===== config.mk =====
export PLATFORM = sky130hd
export DESIGN_NAME = sync_fifo_param
export DESIGN_NICKNAME = d
export VERILOG_FILES = /design/src/rtl/sync_fifo_param.sv
export SDC_FILE = /design/constraint.sdc
export NUM_CORES = 1
export LEC_CHECK = 0
export BUFFER_PORTS_ARGS = -buffer_cell sky130_fd_sc_hd__buf_4
export CAP_MARGIN = 30
export CORE_MARGIN = 2
export CORE_UTILIZATION = 50
export DETAILED_ROUTE_END_ITERATION = 8
export GPL_TIMING_DRIVEN = 1
export PLACE_DENSITY = 0.7
export SETUP_SLACK_MARGIN = 0.4
export SYNTH_ARGS = -nofsm -noshare
export SYNTH_HDL_FRONTEND = slang
export SYNTH_SLANG_ARGS = --single-unit

===== constraint.sdc =====
create_clock -name clk -period 4.9 [get_ports clk]
set_input_delay 0.98 -clock clk [delete_from_list [all_inputs] [get_ports clk]]
set_output_delay 0.98 -clock clk [all_outputs]
set_load 0.05 [all_outputs]

===== src/rtl/sync_fifo_param.sv =====
// Parametrised single-clock FIFO with occupancy count, programmable almost flags,
// a registered read port with valid strobe, and overflow/underflow error pulses.
module sync_fifo_param #(
    parameter int DATA_WIDTH    = 32,
    parameter int ADDR_WIDTH    = 3,
    parameter int AFULL_THRESH  = 6,
    parameter int AEMPTY_THRESH = 2
) (
    input  logic                  clk,
    input  logic                  rst,
    input  logic                  we,
    input  logic [DATA_WIDTH-1:0] data_in,
    input  logic                  re,
    output logic [DATA_WIDTH-1:0] data_out,
    output logic                  valid_out,
    output logic                  Empty,
    output logic                  Full,
    output logic                  almost_empty,
    output logic                  almost_full,
    output logic [ADDR_WIDTH:0]   count,
    output logic                  overflow,
    output logic                  underflow
);

    localparam int                DEPTH     = 1 << ADDR_WIDTH;
    localparam logic [ADDR_WIDTH:0] LP_AFULL  = (ADDR_WIDTH+1)'(AFULL_THRESH);
    localparam logic [ADDR_WIDTH:0] LP_AEMPTY = (ADDR_WIDTH+1)'(AEMPTY_THRESH);

    logic [DATA_WIDTH-1:0] r_mem [DEPTH];
    logic [ADDR_WIDTH:0]   r_wptr;
    logic [ADDR_WIDTH:0]   r_rptr;
    logic [DATA_WIDTH-1:0] r_data_out;
    logic                  r_valid_out;
    logic                  r_overflow;
    logic                  r_underflow;

    logic [ADDR_WIDTH:0]   w_count;
    logic                  w_empty;
    logic                  w_full;
    logic                  w_wr_en;
    logic                  w_rd_en;

    // Pointers carry one extra wrap bit so full and empty are distinguishable
    // with equal low bits; their difference is the occupancy directly.
    assign w_count = r_wptr - r_rptr;
    assign w_empty = (r_wptr == r_rptr);
    assign w_full  = (r_wptr[ADDR_WIDTH] != r_rptr[ADDR_WIDTH]) &&
                     (r_wptr[ADDR_WIDTH-1:0] == r_rptr[ADDR_WIDTH-1:0]);

    // Handshake: a write is accepted on any edge where we && !Full, a read on
    // any edge where re && !Empty, both judged on pre-edge flags and each
    // independently; rejected requests raise the matching error pulse instead.
    assign w_wr_en = we && !w_full;
    assign w_rd_en = re && !w_empty;

    always_ff @(posedge clk) begin
        if (w_wr_en) begin
            r_mem[r_wptr[ADDR_WIDTH-1:0]] <= data_in;
        end
    end

    always_ff @(posedge clk or posedge rst) begin
        if (rst) begin
            r_wptr      <= '0;
            r_rptr      <= '0;
            r_data_out  <= '0;
            r_valid_out <= 1'b0;
            r_overflow  <= 1'b0;
            r_underflow <= 1'b0;
        end else begin
            if (w_wr_en) begin
                r_wptr <= r_wptr + 1'b1;
            end
            if (w_rd_en) begin
                r_rptr     <= r_rptr + 1'b1;
                r_data_out <= r_mem[r_rptr[ADDR_WIDTH-1:0]];
            end
            r_valid_out <= w_rd_en;
            r_overflow  <= we && w_full;
            r_underflow <= re && w_empty;
        end
    end

    assign data_out     = r_data_out;
    assign valid_out    = r_valid_out;
    assign Empty        = w_empty;
    assign Full         = w_full;
    assign count        = w_count;
    assign almost_empty = (w_count <= LP_AEMPTY);
    assign almost_full  = (w_count >= LP_AFULL);
    assign overflow     = r_overflow;
    assign underflow    = r_underflow;

endmodule


# [After elaboration in Yosys (flattened, before gate mapping)]
# Memories as Yosys holds them, arrays and structs flattened. A register that Yosys moved wholly into a read port is not among the register bits.
# Index checks and enable logic that the tools add are counted.
[classes] add_sub_neg=3 order_cmp=2 eq_ne=3 n_mux=2 n_reduce_logical=7
[op_table] operator="$add A4 B1 Y4 const B" count=2
[op_table] operator="$logic_and A1 B1 Y1" count=5
[op_table] operator="$eq A4 B4 Y1" count=1
[op_table] operator="$ge A4 B3 Y1 const B" count=1
[op_table] operator="$le A4 B2 Y1 const B" count=1
[op_table] operator="$sub A4 B4 Y4" count=1
[op_table] operator="$eq A3 B3 Y1" count=1
[op_table] operator="$logic_not A1 Y1" count=2
[op_table] operator="$mux W1" count=2
[op_table] operator="$ne A1 B1 Y1" count=1
[totals] ff_bits=11 mem_bits_rw=256 in_bits=36 output_inout_bits=43 elab_cells=23 n_memories=1
[memory_table] memory="r_mem" words=8 word_bits=32 rd=1 rd_clocked_by_memory_dff=1 wr=1 line_no="29" source="logic [DATA_WIDTH-1:0] r_mem [DEPTH];"

# [Longest topological paths before layout]
# Gate-level depths: netlist of run 1.
[logic_depth] depth_word=6 depth_mapped=10 depth_no_buf=7

# [Least setup slack after synthesis of run 1]
# Ideal clock, no wire load.
[synth_timing] path_type="reg-to-reg" from="register r_rptr[2]" to="memory r_mem[0][0] (enable)" setup_ps=501 arrival_time_ps=4672 required_time_ps=4399 slack_ps=-273 stages_incl_launch_ff=8 n_path_buf=2 synth_period_minus_slack_ps=5173 path_cell_list="dfrtp_1 clkbuf_1 clkbuf_1 inv_1 ha_1 nand3_1 o21ai_2 nor4_1"
[synth_via] elab_chain_cells=6
[synth_rtl] item="start, declared" line_no="31" source="logic [ADDR_WIDTH:0] r_rptr;"
[synth_rtl] item="start signal, assigned" line_no="75" source="r_rptr <= r_rptr + 1'b1;"
[synth_rtl] item="$eq A3 B3 Y1" line_no="48" source="(r_wptr[ADDR_WIDTH-1:0] == r_rptr[ADDR_WIDTH-1:0]);"
[synth_rtl] item="$logic_and A1 B1 Y1" line_no="47" source="assign w_full = (r_wptr[ADDR_WIDTH] != r_rptr[ADDR_WIDTH]) &&"
[synth_rtl] item="$logic_not A1 Y1" line_no="53" source="assign w_wr_en = we && !w_full;"
[synth_rtl] item="$logic_and A1 B1 Y1" line_no="53"
[synth_rtl] item="$mux W1" line_no="57" source="if (w_wr_en) begin"
[synth_rtl] item="$mux W1 (implied by the code)" line_no="58" source="r_mem[r_wptr[ADDR_WIDTH-1:0]] <= data_in;"
[synth_rtl] item="end, declared" line_no="29"
# Every way passes these cells.

# [Final worst setup path of run 1]
[layout_timing] from="register r_rptr[2]" to="output port almost_empty"
[layout_via] elab_chain_cells=2
[layout_rtl] item="$sub A4 B4 Y4" line_no="45" source="assign w_count = r_wptr - r_rptr;"
[layout_rtl] item="$le A4 B2 Y1" line_no="89" source="assign almost_empty = (w_count <= LP_AEMPTY);"
[layout_rtl] item="end, declared" line_no="18" source="output logic almost_empty,"
# Every way passes these cells.

==> metrics.md, run 1 <==
| Metric | Value |
|---|---|
| Postcts setup bufs | `0` |
| Critical Path, Cell by Cell | `buf_4 -> inv_1 -> ha_1 -> o21ai_0 -> a21o_1 -> a221oi_1 -> buf_4` |
| Total GRT Usage | `18.8%` |
| Crit path max-delay family | `buffers and inverters` |
| CTS tree | `done` |
| Critical path data arrival time | `2.63 ns` |
| EDFF count, synth | `256` |
| Achievable Freq | `277 MHz` |
| Post-synth ARST share | `14.4%` |
| WP data required | `3.92 ns` |
| Switching Share | `36.4%` |
| CP max FO | `37` |
| Crit path kind | `reg2out` |
| Synth Instances | `613` |
| Sequential share of power | `38.3%` |
| Grt met1 use | `26.2%` |
| Slew headroom | `48.7%` |
| Min Hold Slack | `0.481 ns` |
| Nets | `752` |
| Die span in x | `157 um` |
| Final setup violation count | `0` |
| I/O Buffers | `78` |
| Most frequent CP cell | `buf_4` |
| Cts bufs inserted | `30` |
| GRT busiest layer | `met2` |
| Synth warn | `0` |
| Logic gate share of total power | `37.7%` |
| Cell Rows | `56` |
| Antenna violations before repair | `1` |
| HPWL after detailed placement | `13.2 mm` |
| P_sw | `3.39 mW` |
| Vias per cell | `5.55` |
| Synth Cell Area | `11,800 sq um` |
| DP Area | `12,900 sq um` |
| Buf/Inv on CP | `3` |
| Initial cell density of the core | `50.6%` |
| Top cell type by total area after synthesis | `edfxtp_1` |
| Status | `completed` |
| # DRC | `0` |
| Synthesized area per cell | `19.2 sq um` |
| Final setup TNS | `0 ns` |
| CTS Hold Bufs | `0` |
| Vias | `5,847` |
| Starting DRT DRC Count | `317` |
| Minimum period implied by the final worst setup slack | `3.61 ns` |
| GRT overflow | `0` |
| Fill cells | `1,735` |
| Antenna cells | `0` |
| Clock sinks | `299` |
| Clock share of power | `24.0%` |
| CTS HTree Levels | `1` |
| Fin area | `13,800 sq um` |
| GP Congestion | `0.745` |
| Cell variety after synth | `38` |
| Area Growth Syn to Fin | `17.6%` |
| LEAKAGE | `4.74 nW` |
| Synth top area cells | `edfxtp_1 (65%), dfrtp_1 (9.1%), mux4_2 (6.1%)` |
| Power, Total | `9.32 mW` |
| TritonRoute pass-1 iters | `4` |
| Register Area | `8770 sq um` |
| Post-cts resize count | `0` |
| GR met3 Demand/Resource | `3.33%` |
| Pwr Density | `674 nW/um^2` |
| Max cap viols | `0` |
| Clock buffer depth | `3` |
| Tightest Pin Transition | `0.766 ns` |
| Global-route wire length before repair | `35.2 mm` |
| Largest net degree at the start of global routing | `44` |
| Yosys top cell area share | `65.3%` |
| FF+latch count, synth | `299` |
| Sequential-to-total area share from yosys stat | `74.5%` |
| Clock Pin Slew Worst Setup and Hold Paths | `0.06 ns` |
| Root Driver | `clkbuf_16` |
| Worst IR Drop VDD | `791 uV` |
| Final period utilization | `73.7%` |
| Final Hold Vio Count | `0` |
| CORE AREA | `23,300 sq um` |
| Worst Setup End Kind | `output port` |
| Top-level port count | `79` |
| Avg WL per Cell | `21.3 um` |
| Crit start category | `flop` |
| Ys flop type | `edfxtp_1` |
| Clk_lat worst skew | `0.54 ns` |
| P_int | `5.93 mW` |
| Hold crit path type | `reg2reg` |
| Fraction of layout cells with a size suffix above 1 | `39.2%` |
| RSZ-0062 raised after global routing | `no` |
| Multi-input gate area | `2820 sq um` |
| Final Non-Filler Cells | `1,053` |
| Synthesized Nets | `655` |
| Clk_skew | `0.0115 ns` |
| Die Y | `157 um` |
| Slowest cell delay on critical path | `0.44 ns` |
| CP max-delay cell | `buf_4` |
| Vias in the first global route | `6,163` |
| Die Area | `24,800 sq um` |
| Routed WL | `22.4 mm` |
| Routing usage on met2 | `31.1%` |
| Placed cells | `997` |
| Final Max Tran Viols | `0` |
| Final ANT Viol Nets | `0` |
[layer usage]
metal | routed length, um | vias to the layer above
li1 | - | 2610
met1 | 9390 | 3036
met2 | 11100 | 159
met3 | 1410 | 40
met4 | 498 | 2
met5 | 13 | -
[cells in the final DEF (no fill, tap or decap), types with 2 or more instances in the layout]
cell	instances
clkinv_2	5
nand2_1	36
nor3_2	4
ha_1	5
mux2_1	18
nor2_4	3
o21ai_2	28
edfxtp_1	256
inv_2	2
o221ai_1	5
buf_12	2
mux4_2	32
and2_1	3
nor2_1	35
nand3_1	2
clkbuf_1	8
clkinv_1	7
clkbuf_8	2
o21ai_1	6
buf_16	4
dfrtp_1	41
buf_4	90
o221ai_2	27
clkbuf_16	31
xor2_1	2
mux2_2	47
bufinv_16	3
xnor2_1	6
nand2_2	2
inv_1	7
[worst reg2reg max path: stages (launching register included)]
cell and delay [ns]:
dfrtp_1 0.33, buf_4 0.44, inv_1 0.13, ha_1 0.34, nand3_1 0.23, o211ai_1 0.33, nor2_4 0.63, buf_16 0.25
[final cells by class]
cell class / instances / share of cell area (%)
Timing Repair Buffer: 96 / 5.97
Sequential cell: 299 / 63.4
Tap cell: 319 / 2.89
Multi-Input combinational cell: 273 / 20.4
Inverter: 10 / 0.308
Clock inverter: 15 / 1.02
Clock buffer: 41 / 6.02
[through the flow]
| stage | utilization [%] | setup WS (ns) |
|---|---|---|
| floorplan | - | 0.566 |
| global placement | 54.6 | 1.80 |
| detailed placement | 55.3 | 1.85 |
| CTS | 59.5 | 1.27 |
| global route | 59.5 | 1.18 |
| finish | 59.5 | 1.29 |
[sequential cells by signal, indices dropped and copies added, names as in the netlist]
| name | flops |
|---|---|
| r_mem | 256 |
| data_out | 32 |
| r_rptr | 4 |
| r_wptr | 4 |
| overflow | 1 |
| underflow | 1 |
| valid_out | 1 |
[Yosys cell counts, types with 3 or more instances]
master and number:
buf_2 17, mux4_2 32, nor2_1 38, nor3_1 4, edfxtp_1 256, mux2_1 18
o221ai_1 5, buf_4 3, mux2_2 47, inv_1 8, nand2_1 38, o21ai_1 6
xnor2_1 6, ha_1 5, clkbuf_1 7, and2_1 3, dfrtp_1 43, o21ai_2 28
o221ai_2 27
[final timing paths]
path	from	endpoint	cells after the start	slack [ns]
hold reg to reg	data_out[12]	data_out[12]	2	0.48
max in group asynchronous	rst	r_rptr[0]	3	3.77
setup reg to reg	r_rptr[2]	r_mem[3][23]	7	1.92
hold / removal	data_out[12]	data_out[12]	2	0.48
min in group asynchronous	rst	data_out[0]	3	0.63
setup / recovery	r_rptr[2]	almost_empty	7	1.29
[cell families (layout without fill, tap and decap cells)]
group | Yosys count | after routing | synth area share, %
mux | 97 | 97 | 12.3
xor+xnor | 9 | 9 | 0.734
compound gates | 72 | 72 | 6.62
simple gates | 89 | 89 | 3.05
buf+inv | 41 | 162 | 2.06
flops | 299 | 299 | 74.5
fa+ha+maj | 6 | 6 | 0.702
[power by group through the flow]
stage	clock network, mW	logic [mW]	registers [mW]
6_report	2.23	3.52	3.57
5_1_grt	2.39	3.77	3.62
4_1_cts	2.28	3.57	3.58
3_5_place_dp	0	3.56	3.63
3_3_place_gp	0	3.41	3.60
2_1_floorplan	0	2.17	4.02
Note: power is estimated with default switching activity, not from simulation.
==> run 2: changes to the inputs <==
--- a/config.mk
+++ b/config.mk
@@ -11,7 +11,7 @@
 export CORE_UTILIZATION = 50
 export DETAILED_ROUTE_END_ITERATION = 8
 export GPL_TIMING_DRIVEN = 1
-export PLACE_DENSITY = 0.7
+export PLACE_DENSITY = 0.67
 export SETUP_SLACK_MARGIN = 0.4
 export SYNTH_ARGS = -nofsm -noshare
 export SYNTH_HDL_FRONTEND = slang
==> constraint.sdc (replaced) <==
create_clock -name clk -period 3.55 [get_ports clk]
set_input_delay 0.71 -clock clk [delete_from_list [all_inputs] [get_ports clk]]
set_output_delay 0.71 -clock clk [all_outputs]
set_load 0.05 [all_outputs]
==> run 2 against run 1 <==
Effect of this change:
- design area is 0.29% lower
- via count up 0.56%
- first-iteration DRC count grew 36%
- sequential power grew 36%
- routed wire length rose by 5.1%
- clock-buffer cell count is 3 lower
- setup slack worse by 0.83 ns
- die area did not move
- total power increased by 38%
- worst hold slack got worse by 0.15 ns
- clock skew rose by 0.0072 ns
- critical endpoint unchanged
- largest power group is now combinational cells
==> metrics.md, run 2 (synthesized netlist as in run 1, its figures left out) <==
| Metric | Value |
|---|---|
| Status | `completed (unchanged)` |
| GRT overflow | `0 (unchanged)` |
| Slew headroom | `40.4% (was 48.7%)` |
| Total GRT Usage | `20.0% (was 18.8%)` |
| Crit path kind | `reg2out (unchanged)` |
| Fin area | `13,800 sq um (about the same)` |
| Clock sinks | `299 (unchanged)` |
| Vias per cell | `5.56 (was 5.55)` |
| Clk_lat worst skew | `0.54 ns (about the same)` |
| TritonRoute pass-1 iters | `4 (unchanged)` |
| Max cap viols | `0 (unchanged)` |
| Final setup TNS | `0 ns (unchanged)` |
| Final Hold Vio Count | `0 (unchanged)` |
| Final Max Tran Viols | `0 (unchanged)` |
| Reg2reg start | `r_wptr[2] (was r_rptr[2])` |
| Clock Pin Slew Worst Setup and Hold Paths | `0.06 ns (about the same)` |
| Final setup violation count | `0 (unchanged)` |
| Starting DRT DRC Count | `431 (was 317)` |
| Die span in x | `157 um (unchanged)` |
| Die Area | `24,800 sq um (unchanged)` |
| I/O Buffers | `78 (unchanged)` |
| Commonest non-fill, non-tap cell in the layout | `edfxtp_1 (unchanged)` |
| WP data required | `2.84 ns (was 3.92 ns)` |
| Nets | `758 (was 752)` |
| CTS tree | `done (unchanged)` |
| CP max FO | `7 (was 37)` |
| # DRC | `0 (unchanged)` |
| Worst Setup End Kind | `output port (unchanged)` |
| Antenna cells | `0 (unchanged)` |
| LEAKAGE | `4.73 nW (was 4.74 nW)` |
| Die Y | `157 um (unchanged)` |
| DP Area | `12,800 sq um (was 12,900 sq um)` |
| Multi-input gate area | `2860 sq um (was 2820 sq um)` |
| Power, Total | `12.9 mW (was 9.32 mW)` |
| Crit start category | `flop (unchanged)` |
| Reg2Reg Setup Slack | `0.80 ns (was 1.92 ns)` |
| Global-route wire length before repair | `37.1 mm (was 35.2 mm)` |
| Final core occ | `59.3% (was 59.5%)` |
| Achievable Freq | `323 MHz` |
| R2r endpoint | `r_wptr[3] (was r_mem[3][23])` |
| Clock buffer depth | `3 (unchanged)` |
| Top-level port count | `79 (unchanged)` |
| Logic gate share of total power | `39.6% (was 37.7%)` |
| Avg WL per Cell | `22.3 um (was 21.3 um)` |
| Clk_skew | `0.0186 ns (was 0.0115 ns)` |
| Final period utilization | `87.1%` |
| Tightest Pin Transition | `0.890 ns (was 0.766 ns)` |
| Final ANT Viol Nets | `0 (unchanged)` |
| Cts bufs inserted | `29 (was 30)` |
| Fraction of layout cells with a size suffix above 1 | `40.8% (was 39.2%)` |
| Area Growth Syn to Fin | `17.2% (was 17.6%)` |
| P_int | `8.05 mW (was 5.93 mW)` |
| Vias in the first global route | `6,289 (was 6,163)` |
| HPWL after detailed placement | `13.6 mm (was 13.2 mm)` |
| Largest net degree at the start of global routing | `55 (was 44)` |
| Vias | `5,880 (was 5,847)` |
| Most frequent cells in the layout | `edfxtp_1 (256), buf_4 (100), mux2_2 (47), dfrtp_1 (39), nand2_1 (36) (was edfxtp_1 (256), buf_4 (90), mux2_2 (47), dfrtp_1 (41), nand2_1 (36))` |
| Cell Rows | `56 (unchanged)` |
| RSZ-0062 raised after global routing | `yes (was no)` |
| Sequential share of power | `37.8% (was 38.3%)` |
| Switching Share | `37.4% (was 36.4%)` |
| Worst R2R Path Depth | `6 (was 7)` |
| Critical path data arrival time | `2.38 ns (was 2.63 ns)` |
| Clock share of power | `22.6% (was 24.0%)` |
| Pwr Density | `932 nW/um^2 (was 674 nW/um^2)` |
| CTS HTree Levels | `1 (unchanged)` |
| CTS Hold Bufs | `0 (unchanged)` |
| Minimum period implied by the final worst setup slack | `3.09 ns` |
| Root Driver | `clkbuf_16 (unchanged)` |
| Fill cells | `1,726 (was 1,735)` |
| Hold crit path type | `in2async (was reg2reg)` |
| Register Area | `8770 sq um (about the same)` |
| P_sw | `4.81 mW (was 3.39 mW)` |
| CORE AREA | `23,300 sq um (unchanged)` |
| Max FFs per register | `256 (unchanged)` |
| Routed WL | `23.5 mm (was 22.4 mm)` |
| Antenna violations before repair | `1 (unchanged)` |
| Min Hold Slack | `0.328 ns (was 0.481 ns)` |
| Initial cell density of the core | `50.6% (unchanged)` |
| GP Congestion | `0.718 (was 0.745)` |
| Worst IR Drop VDD | `1080 uV (was 791 uV)` |
-- run 2: cell count changes in the layout (fill, tap and decap cells not counted), moves of 2 or more --
cell,delta
clkinv_2,+4
nor3_4,+4
clkbuf_16,-2
nor3_2,-4
buf_4,+10
dfrtp_1,-2
clkinv_1,-5
buf_16,-3
-- run 2: area by class of cell --
cell class | count | area share [%]
clock buffers | 38 | 5.58
flip-flops and latches | 299 | 63.6
repair buffers | 103 | 5.93
clock inverters | 15 | 0.934
well taps | 319 | 2.89
multi-input cells | 273 | 20.7
inverters | 10 | 0.308
-- run 2: how the worst max path moves through the flow --
stage	to	slack [ns]	from	cells past startpoint
after global routing	almost_empty	0.35	r_wptr[0]	6
after detailed placement	r_wptr[3]	0.66	r_rptr[1]	7
after CTS	almost_empty	0.40	r_wptr[1]	6
after floorplan	r_mem[3][0]	0.03	r_rptr[2]	7
after global placement	r_wptr[3]	0.77	r_rptr[1]	7
final	almost_empty	0.46	r_wptr[0]	6
-- run 2: critical path, cell delays in order (launching register included) --
cell	delay [ns]
dfrtp_2	0.47
inv_1	0.09
ha_1	0.23
fa_1	0.49
inv_1	0.07
a221oi_2	0.27
buf_4	0.23
-- run 2: layer usage --
metal / global-route usage [%] / vias up / share of wire (%)
li1: - / 2623 / -
met1: 29.1 / 3082 / 46
met2: 32.6 / 148 / 48
met3: 3.17 / 25 / 4.5
met4: 4.11 / 2 / 1.3
met5: 0 / - / 0.055
-- run 2: timing repair --
action,in CTS,in global routing
setup endpoints to repair,3,3
resized for setup,3,2
setup buffers,2,3
-- run 2: stage by stage --
step                      cells  setup slack, ns
after detailed placement    999            0.659
after CTS                  1054            0.400
after global placement      998            0.770
after floorplan             613           0.0269
final                      1057            0.458
after global routing       1057            0.352
-- run 2: power groups by stage --
stage | Sequential (mW) | Combinational (mW) | Clock, mW
floorplan | 5.55 | 3.04 | 0
global placement | 4.93 | 4.93 | 0
detailed placement | 4.97 | 5.03 | 0
CTS | 4.87 | 5.11 | 2.97
global route | 4.92 | 5.45 | 3.10
finish | 4.85 | 5.09 | 2.91
==> run 3: changes to the inputs <==
--- a/config.mk
+++ b/config.mk
@@ -5,13 +5,13 @@
 export SDC_FILE = /design/constraint.sdc
 export NUM_CORES = 1
 export LEC_CHECK = 0
-export BUFFER_PORTS_ARGS = -buffer_cell sky130_fd_sc_hd__buf_4
+export BUFFER_PORTS_ARGS = -buffer_cell sky130_fd_sc_hd__buf_2
 export CAP_MARGIN = 30
 export CORE_MARGIN = 2
 export CORE_UTILIZATION = 50
 export DETAILED_ROUTE_END_ITERATION = 8
 export GPL_TIMING_DRIVEN = 1
-export PLACE_DENSITY = 0.67
+export PLACE_DENSITY = 0.7
 export SETUP_SLACK_MARGIN = 0.4
 export SYNTH_ARGS = -nofsm -noshare
 export SYNTH_HDL_FRONTEND = slang
==> constraint.sdc (replaced) <==
create_clock -name clk -period 2.6 [get_ports clk]
set_input_delay 0.52 -clock clk [delete_from_list [all_inputs] [get_ports clk]]
set_output_delay 0.52 -clock clk [all_outputs]
set_load 0.05 [all_outputs]
==> run 3 against run 2 <==
Effect of this change:
- the run now ends with setup timing left
- combinational power is 48% higher
- register-to-register slack worse by 0.33 ns
- core utilization rose by 1.3 points
- via count increased by 1.5%
- largest cell class unchanged
- highest routed layer unchanged
==> metrics.md, run 3 (synthesized netlist as in run 1, its figures left out) <==
| Metric | Value |
|---|---|
| Most frequent cells in the layout | `edfxtp_1 (256), buf_2 (71), mux2_2 (47), dfrtp_1 (38), nand2_1 (36) (was edfxtp_1 (256), buf_4 (100), mux2_2 (47), dfrtp_1 (39), nand2_1 (36))` |
| Crit start category | `flop (unchanged)` |
| Failing checks | `setup timing` |
| Final Max Tran Viols | `0 (unchanged)` |
| Reg2Reg Setup Slack | `0.47 ns (was 0.80 ns)` |
| Status | `complete, but fails checks (was completed)` |
| GRT overflow | `0 (unchanged)` |
| Slew headroom | `53.9% (was 40.4%)` |
| Crit path max-delay family | `adder cells (unchanged)` |
| Cell Rows | `56 (unchanged)` |
| Fraction of layout cells with a size suffix above 1 | `44.3% (was 40.8%)` |
| Clock share of power | `24.2% (was 22.6%)` |
| Tightest Pin Transition | `0.691 ns (was 0.890 ns)` |
| CP max-delay cell | `fa_2 (was fa_1)` |
| WP data required | `2.08 ns (was 2.84 ns)` |
| CTS tree | `done (unchanged)` |
| Top-level port count | `79 (unchanged)` |
| CORE AREA | `23,300 sq um (unchanged)` |
| Setup ws final | `-0.266 ns (was 0.458 ns)` |
| Starting DRT DRC Count | `337 (was 431)` |
| Logic gate share of total power | `40.5% (was 39.6%)` |
| Worst Setup End Kind | `output port (unchanged)` |
| Antenna violations before repair | `3 (was 1)` |
| Critical Path, Cell by Cell | `ha_4 -> fa_2 -> clkinvlp_4 -> a221oi_4 -> buf_6 (was inv_1 -> ha_1 -> fa_1 -> inv_1 -> a221oi_2 -> buf_4)` |
| Routed WL | `23.5 mm (about the same)` |
| Largest net degree at the start of global routing | `100 (was 55)` |
| Die Area | `24,800 sq um (unchanged)` |
| Buf/Inv on CP | `2 (was 3)` |
| CTS HTree Levels | `1 (unchanged)` |
| P_int | `11.8 mW (was 8.05 mW)` |
| Final ANT Viol Nets | `0 (unchanged)` |
| I/O Buffers | `78 (unchanged)` |
| Minimum period implied by the final worst setup slack | `2.87 ns` |
| Clock Pin Slew Worst Setup and Hold Paths | `0.06 ns (about the same)` |
| Final setup violation count | `4 (was 0)` |
| Commonest non-fill, non-tap cell in the layout | `edfxtp_1 (unchanged)` |
| Area Growth Syn to Fin | `19.8% (was 17.2%)` |
| Cts bufs inserted | `30 (was 29)` |
| Final core occ | `60.6% (was 59.3%)` |
| RSZ-0062 raised after global routing | `yes (unchanged)` |
| Nets | `768 (was 758)` |
| Switching Share | `36.6% (was 37.4%)` |
| Pwr Density | `1320 nW/um^2 (was 932 nW/um^2)` |
| Min Hold Slack | `0.0331 ns (was 0.328 ns)` |
| Critical path data arrival time | `2.35 ns (was 2.38 ns)` |
| Clk_lat worst skew | `0.54 ns (about the same)` |
| Crit path kind | `reg2out (unchanged)` |
| Slowest cell delay on critical path | `0.55 ns (was 0.49 ns)` |
| Achievable Freq | `349 MHz` |
| Global-route wire length before repair | `36.5 mm (was 37.1 mm)` |
| Root Driver | `clkbuf_16 (unchanged)` |
| Vias per cell | `5.58 (was 5.56)` |
| GP Congestion | `0.738 (was 0.718)` |
| Max FFs per register | `256 (unchanged)` |
| TritonRoute pass-1 iters | `6 (was 4)` |
| Hold crit path type | `in2async (unchanged)` |
| Vias in the first global route | `6,462 (was 6,289)` |
| Die Y | `157 um (unchanged)` |
| Clk_skew | `0.0126 ns (was 0.0186 ns)` |
| LEAKAGE | `4.86 nW (was 4.73 nW)` |
| HPWL after detailed placement | `13.4 mm (was 13.6 mm)` |
| Clock sinks | `299 (unchanged)` |
| Power, Total | `18.7 mW (was 12.9 mW)` |
| Avg WL per Cell | `21.9 um (was 22.3 um)` |
| Vias | `5,966 (was 5,880)` |
| Initial cell density of the core | `50.6% (unchanged)` |
| Total GRT Usage | `19.5% (was 20.0%)` |
| Sequential share of power | `35.3% (was 37.8%)` |
| P_sw | `6.83 mW (was 4.81 mW)` |
| Clock buffer depth | `3 (unchanged)` |
| Max cap viols | `0 (unchanged)` |
| # DRC | `0 (unchanged)` |
| Worst IR Drop VDD | `1130 uV (was 1080 uV)` |
| Die span in x | `157 um (unchanged)` |
| Final Hold Vio Count | `0 (unchanged)` |
| CP max FO | `3 (was 7)` |
| Final period utilization | `110%` |
## run 3: final timing paths
| check | end | start | cells past startpoint |
|---|---|---|---|
| min in group clk | r_mem[6][19] | data_in[19] | 1 |
| hold / removal | data_out[6] | rst | 2 |
| setup reg to reg | r_mem[2][17] | r_rptr[1] | 9 |
| max in group asynchronous | data_out[27] | rst | 3 |
| hold reg to reg | data_out[11] | data_out[11] | 2 |
| setup / recovery | almost_empty | r_rptr[0] | 5 |
## run 3: what timing repair did
action,CTS,global route
hold buffers,0,0
setup endpoints to repair,8,49
setup buffers,4,3
resized for setup,23,14
pin swaps,4,5
## run 3: power by group through the flow
stage               combinational, mW  sequential (mW)  clock [mW]
finish                           7.55             6.59        4.52
CTS                              7.48             6.60        4.59
global route                     8.03             6.68        4.78
floorplan                        4.59             7.58           0
global placement                 6.94             6.65           0
detailed placement               7.06             6.70           0
## run 3: worst reg2reg max path: stages (launching register included)
cell and delay [ns]:
dfrtp_2 0.44, inv_4 0.09, ha_4 0.21, buf_4 0.14
nand3_4 0.08, buf_4 0.14, o211ai_1 0.09, buf_4 0.19
nor3_4 0.23, buf_12 0.21
## run 3: metrics by stage
step	cells	worst slack, ns	TNS [ns]	area (sq um)
finish	1070	-0.266	-0.507	14100
global route	1068	-0.314	-0.678	14100
CTS	1065	-0.290	-0.582	14000
detailed placement	1006	0.107	0	12800
global placement	1006	0.191	0	12800
floorplan	613	-0.120	-7.46	12000
## run 3: final cells by class
type	count	area (sq um)
fill	1717	9170
sequential	299	8770
multi-input combinational	273	2990
timing repair buffer	112	812
clock buffer	35	801
tap	319	399
clock inverter	20	259
inverter	10	60.1
antenna	2	5.00
## run 3: routing by layer
metal	vias to the layer above	share of wire [%]	GRT usage [%]
met3	41	5.0	3.50
met4	2	1.9	5.24
li1	2653	-	-
met5	-	0.043	0
met1	3116	42	25.4
met2	154	51	34.1
